### src/rtl/decode_lane_compactor.sv
// decode_lane_compactor
//   Buffering stage between decode and the decode->rename FIFO. Up to IN_WIDTH
//   decoded packs arrive per cycle under a sparse valid mask; they are compacted
//   in lane order into a DEPTH-entry circular queue. Up to OUT_WIDTH contiguous
//   packs leave per cycle, limited by the leading run of ones in i_out_enable.
//   Acceptance is all-or-nothing and may reuse slots freed by this cycle's
//   output.
//
// Optional feature (macro DECODE_LANE_COMPACTOR_BYPASS_EN):
//   When the queue is empty, compacted input lanes drive the outputs in the
//   same cycle. Only the remainder that is not bypassed is enqueued.
//
// Ports:
//   i_clk, i_rst      clock, synchronous active-high reset
//   i_in_data         IN_WIDTH packs, lane i at [i*PACK_WIDTH +: PACK_WIDTH]
//   i_in_valid        sparse lane valid mask
//   o_in_pop_valid    lanes consumed this cycle
//   o_in_pop          whole group accepted this cycle
//   i_out_enable      rename FIFO free-slot mask (leading ones only)
//   o_out_data        packs to rename FIFO, oldest in lane 0
//   o_out_valid       contiguous valid mask from lane 0
//   o_out_push        |o_out_valid
//   i_flush           commit-stage flush
//   o_idle            queue empty
//   o_full_add        stall-cycle event (data held, no free rename slot)
//   o_count           current occupancy
//
// DEPTH must be a power of two, at least 2, and >= max(IN_WIDTH, OUT_WIDTH).
module decode_lane_compactor #(
    parameter int unsigned IN_WIDTH   = 4,
    parameter int unsigned OUT_WIDTH  = 4,
    parameter int unsigned DEPTH      = 8,
    parameter int unsigned PACK_WIDTH = 64
) (
    input  logic                            i_clk,
    input  logic                            i_rst,
    input  logic [IN_WIDTH*PACK_WIDTH-1:0]  i_in_data,
    input  logic [IN_WIDTH-1:0]             i_in_valid,
    output logic [IN_WIDTH-1:0]             o_in_pop_valid,
    output logic                            o_in_pop,
    input  logic [OUT_WIDTH-1:0]            i_out_enable,
    output logic [OUT_WIDTH*PACK_WIDTH-1:0] o_out_data,
    output logic [OUT_WIDTH-1:0]            o_out_valid,
    output logic                            o_out_push,
    input  logic                            i_flush,
    output logic                            o_idle,
    output logic                            o_full_add,
    output logic [$clog2(DEPTH+1)-1:0]      o_count
);

    localparam int unsigned PW = $clog2(DEPTH);
    localparam int unsigned CW = $clog2(DEPTH + 1);
    localparam logic [CW-1:0] DEPTH_C = CW'(DEPTH);

    logic [PACK_WIDTH-1:0] r_mem [DEPTH];
    logic [PW-1:0]         r_rptr;
    logic [PW-1:0]         r_wptr;
    logic [CW-1:0]         r_count;

    logic                  w_kill;
    logic                  w_run;
    logic                  w_accept;
    logic [CW-1:0]         w_n_in;
    logic [CW-1:0]         w_n_run;
    logic [CW-1:0]         w_n_out;
    logic [CW-1:0]         w_n_byp;
    logic [CW-1:0]         w_n_enq;
    logic [CW-1:0]         w_n_vis;
    logic [CW-1:0]         w_k;
    logic [IN_WIDTH-1:0]   w_wr_en;
    logic [PW-1:0]         w_wr_idx [IN_WIDTH];

    // Occupancy arithmetic: n_in, leading-ones run, drain count and acceptance.
    always_comb begin
        w_kill = i_rst | i_flush;
        w_n_in = '0;
        for (int i = 0; i < IN_WIDTH; i++) begin
            w_n_in = w_n_in + CW'(i_in_valid[i]);
        end
        w_n_run = '0;
        w_run   = 1'b1;
        for (int j = 0; j < OUT_WIDTH; j++) begin
            w_run   = w_run & i_out_enable[j];
            w_n_run = w_n_run + CW'(w_run);
        end
        w_n_out  = w_kill ? '0 : ((r_count < w_n_run) ? r_count : w_n_run);
        // DEPTH - count + n_out never exceeds DEPTH since n_out <= count.
        w_accept = !w_kill && (w_n_in <= (DEPTH_C - r_count + w_n_out));
    end

`ifdef DECODE_LANE_COMPACTOR_BYPASS_EN
    logic                  w_byp_on;
    logic [PACK_WIDTH-1:0] w_cmp [OUT_WIDTH];

    always_comb begin
        w_byp_on = !w_kill && (r_count == '0);
        w_n_byp  = w_byp_on ? ((w_n_in < w_n_run) ? w_n_in : w_n_run) : '0;
        for (int j = 0; j < OUT_WIDTH; j++) begin
            w_cmp[j] = '0;
        end
        begin
            int k;
            k = 0;
            for (int i = 0; i < IN_WIDTH; i++) begin
                if (i_in_valid[i]) begin
                    if (k < int'(OUT_WIDTH)) begin
                        w_cmp[k] = i_in_data[i*PACK_WIDTH +: PACK_WIDTH];
                    end
                    k = k + 1;
                end
            end
        end
    end
`else
    assign w_n_byp = '0;
`endif

    // Write slot per lane: the k-th valid lane goes to wptr + k, skipping any
    // lanes that were bypassed straight to the output.
    always_comb begin
        w_n_enq = w_accept ? (w_n_in - w_n_byp) : '0;
        w_n_vis = w_n_out + w_n_byp;
        w_k     = '0;
        for (int i = 0; i < IN_WIDTH; i++) begin
            w_wr_en[i]  = w_accept & i_in_valid[i] & (w_k >= w_n_byp);
            w_wr_idx[i] = r_wptr + PW'(w_k - w_n_byp);
            w_k         = w_k + CW'(i_in_valid[i]);
        end
    end

    always_comb begin
        o_out_data = '0;
        for (int j = 0; j < OUT_WIDTH; j++) begin
            o_out_valid[j] = (CW'(j) < w_n_vis);
`ifdef DECODE_LANE_COMPACTOR_BYPASS_EN
            o_out_data[j*PACK_WIDTH +: PACK_WIDTH] =
                w_byp_on ? w_cmp[j] : r_mem[r_rptr + PW'(j)];
`else
            o_out_data[j*PACK_WIDTH +: PACK_WIDTH] = r_mem[r_rptr + PW'(j)];
`endif
        end
        o_out_push     = |o_out_valid;
        o_in_pop       = w_accept;
        o_in_pop_valid = w_accept ? i_in_valid : '0;
        o_full_add     = !w_kill && (r_count != '0) && (w_n_run == '0);
        o_idle         = (r_count == '0);
        o_count        = r_count;
    end

    always_ff @(posedge i_clk) begin
        if (w_kill) begin
            r_rptr  <= '0;
            r_wptr  <= '0;
            r_count <= '0;
        end else begin
            r_wptr  <= r_wptr + PW'(w_n_enq);
            r_rptr  <= r_rptr + PW'(w_n_out);
            r_count <= r_count + w_n_enq - w_n_out;
        end
    end

    // Storage is never cleared; occupancy alone defines what is live.
    always_ff @(posedge i_clk) begin
        for (int i = 0; i < IN_WIDTH; i++) begin
            if (w_wr_en[i]) begin
                r_mem[w_wr_idx[i]] <= i_in_data[i*PACK_WIDTH +: PACK_WIDTH];
            end
        end
    end

endmodule

### config.mk
export PLATFORM = sky130hd
export DESIGN_NAME = decode_lane_compactor
export DESIGN_NICKNAME = d
export VERILOG_FILES = /design/src/rtl/decode_lane_compactor.sv
export SDC_FILE = /design/constraint.sdc
export NUM_CORES = 2
export LEC_CHECK = 0
export BUFFER_PORTS_ARGS = -buffer_cell sky130_fd_sc_hd__buf_4
export CAP_MARGIN = 5
export CORE_ASPECT_RATIO = 0.6
export CORE_MARGIN = 2
export CORE_UTILIZATION = 30
export CTS_CLUSTER_SIZE = 28
export DETAILED_ROUTE_END_ITERATION = 8
export GPL_TIMING_DRIVEN = 1
export PLACE_DENSITY_LB_ADDON = 0.05
export SYNTH_ARGS = -nofsm -noshare
export SYNTH_HDL_FRONTEND = slang
export SYNTH_SLANG_ARGS = --single-unit
### constraint.sdc
create_clock -name i_clk -period 11.4 [get_ports i_clk]
set_clock_uncertainty 0.15 [all_clocks]
set_input_delay 0.57 -clock i_clk [delete_from_list [all_inputs] [get_ports i_clk]]
set_output_delay 0.57 -clock i_clk [all_outputs]
set_load 0.02 [all_outputs]
==> results.md <==
* Worst hold path type: in2reg
* Largest net degree at the start of global routing at 166
* Die ar. at 155000 sq um
* DP Wirelength at 152 mm
* Antenna violations before repair at 43
* Commonest cells after routing, fill and taps aside: buf_4 (624), o21ai_0 (540), edfxtp_1 (512)
* Avg WL per Cell at 37.8 um
* CTS tree: built
* Synth cell types at 50
* Routed Antenna Nets at 0
* Fill cells at 15100
* Crit path capture type: flop
* Detailed Routing Iterations Pass 1 at 6
* Leak at slightly below 0.02 uW
* Skew-Pair Late Insertion Delay at 680 ps
* Mapped Area at about 45000 sq um
* Met3 track demand over resource at about 7.5%
* Ys async rst share at 0%
* Root Buffer: clkbuf_16
* Commonest non-fill, non-tap cell in the layout: buf_4
* Hold Vio Cnt, Final at 0
* Crit path launch type: primary input
* Gate power share at 42.8%
* Hold path start: i_in_data[246]
* Row Count at 110
* Post-synth EDFFs at 512
* Vias in the first global route at 42000
* Setup TNS at 0 ps
* Vias post-DR at between 40000 and 50000
* Chip height at a little over 300 um
* GR Util met2 at 45.5%
* I/O Buffers at 538
* Final nets at about 5200
* Period minus WS final at approximately 8300 ps
* Fin crit share at 73.1%
* Maximum VDD drop at 170 uV
* Iteration-0 DRC Markers at approximately 6400
* H-tree levels at 3
* Post-CTS Setup Repair Bufs at 0
* Layout cells sized above 1 at 27.7%
* CTS buffer count at approximately 70
* Clock Pin Slew Worst Setup and Hold Paths at 60 ps
* Final setup viols at 0
* Status: finished clean
* Internal Power at 4830 uW
* Clk sink count at 522
* Area growth syn-to-layout at 16.9%
* Post-Syn Nets at 5091
* Cts repair resizes at 0
* Yosys warning total at 0
* Power Density at about 150 nW/um^2
* Top Ports at 539
* Most Used Layer, Global Route: met1
* Longest Clk Path Bufs at 3
* Syn Inst Count at approximately 4800
* CP Class: in2reg
* Initial Util at between 30% and 40%
* RSZ-0062 raised after global routing: no
* Most used DFF post-synth: edfxtp_1
* Fin. max-slew vios at 0
* Routed vias/inst at approximately 6.5
* Worst-path maximum fanout at 55
* Hold slack at 49.8 ps
* Sw Ratio at 41.1%
* Critical R2R Launch: o_count[1]$_SDFF_PN0_
* Share of total power in the clock network at 26.7%
* Avg Inst Size Synth at 9.48 sq um
* Sequential group share of total power at about 30%
* MaxCap Viol Count at 0
* Post-synthesis sequential area ratio at 34.3%
* Hold buffer count at cts at 1
* Worst slew margin at between 10% and 20%
* Critical Path Start: i_out_enable[0]
* Total grt overflow at 0
* Yosys reg bits at 522
* First-pass GRT wire length at 358 mm
* Core area at 150000 sq um
* Final Wtd Congestion at roughly 0.83
* GRT Resource Usage Total at roughly a third
* DRC at 0
* Worst slew pin tran at around 1300 ps
* Critical path data arrival time at 8600 ps
* Grt met1 use at 49.3%
* Final WL at 264 mm
* Die width at 506 um
* Fmax at approximately 120 MHz
* Switching power total at ~3400 uW
* Crit path required time at ~12000 ps
-- sequential cells by signal, indices dropped and copies added (netlist names) --
name / count
o_count: 4
r_mem: 512
r_rptr: 3
r_wptr: 3
-- metal layers --
layer	share of wire (%)	wire [um]	up-vias
li1	-	-	18800
met1	46	121000	22900
met2	41	108000	2890
met3	10	26300	463
met4	3.1	8120	10
met5	0.071	186	-
-- logic make-up after synthesis --
logic type | Yosys count | share of synthesized area (%)
flip-flops | 522 | 34.3
adder cells (fa/ha/maj) | 39 | 1.26
buffers and inverters | 705 | 6.08
XOR/XNOR | 17 | 0.328
AO/OA/AOI/OAI | 1536 | 21.7
AND/OR/NAND/NOR | 1224 | 13.6
multiplexers | 742 | 22.7
-- Yosys cell counts, types with 34 or more instances --
| cell type | instances | area [sq um] |
|---|---|---|
| mux2i_1 | 166 | 1660 |
| o21ai_0 | 540 | 2700 |
| clkbuf_1 | 441 | 1660 |
| nand2_1 | 352 | 1320 |
| mux4_2 | 192 | 4320 |
| and3_1 | 464 | 2900 |
| a21oi_1 | 69 | 345 |
| nand3_1 | 39 | 195 |
| nor3_1 | 62 | 310 |
| a211oi_1 | 401 | 3010 |
| inv_1 | 95 | 357 |
| buf_2 | 80 | 400 |
| o31ai_1 | 138 | 1040 |
| nor2_1 | 212 | 796 |
| edfxtp_1 | 512 | 15400 |
| o22ai_1 | 199 | 1240 |
| mux2_2 | 384 | 4320 |
| buf_1 | 77 | 289 |
| a21boi_0 | 111 | 833 |
| o32ai_1 | 34 | 298 |
-- critical path, cell delays in order --
cell      delay, ps
buf_4           120
and3_1          200
and2_1          180
fa_1            470
ha_1            210
ha_1            320
inv_1            50
ha_1            270
a21o_1          160
a211o_1         350
mux2i_1         190
nor2_1          330
ha_1            310
ha_1            200
fa_1            440
xnor2_1         140
ha_1            350
a21o_1          290
nor2_1          140
a21oi_2          70
buf_4           240
clkinv_2        110
buf_4           860
and3_4          840
buf_4           830
o21bai_1        210
o21ai_0          90
-- path summary, 6_finish.rpt --
check | cells past startpoint | slack, ps | endpoint
max | 27 | 3060 | r_mem[1][62]$_DFFE_PP_
min | 3 | 50 | r_mem[1][54]$_DFFE_PP_
max reg2reg | 20 | 4070 | r_mem[1][62]$_DFFE_PP_
min reg2reg | 2 | 650 | o_count[0]$_SDFF_PN0_
-- power groups by stage --
stage	clock network [uW]	registers [uW]	logic, uW
after floorplan	0	2490	1920
after global placement	0	2530	3450
after detailed placement	0	2530	3440
after CTS	2210	2500	3460
after global routing	2280	2520	3670
final	2190	2500	3510
-- area by class of cell --
type,count,area [sq um],area share [%]
Tap cell,2016,2520,4.76
Multi-Input combinational cell,3558,27400,51.7
Antenna cell,33,82.6,0.156
Clock buffer,89,1890,3.56
Clock inverter,27,199,0.375
Inverter,95,363,0.684
Sequential cell,522,15600,29.4
Timing Repair Buffer,638,4950,9.34
-- metrics by stage --
step | utilization [%] | cells | setup WS (ps) | power (uW) | area (sq um)
floorplan | - | 4785 | 2530 | 4410 | 45400
global placement | 33.9 | 6828 | 2570 | 5980 | 50900
detailed placement | 33.9 | 6828 | 2550 | 5970 | 50900
CTS | 35.3 | 6945 | 3250 | 8170 | 53000
global route | 35.3 | 6975 | 2820 | 8460 | 53000
finish | 35.4 | 6978 | 3060 | 8210 | 53000
Power figures use the tool's default switching activity.
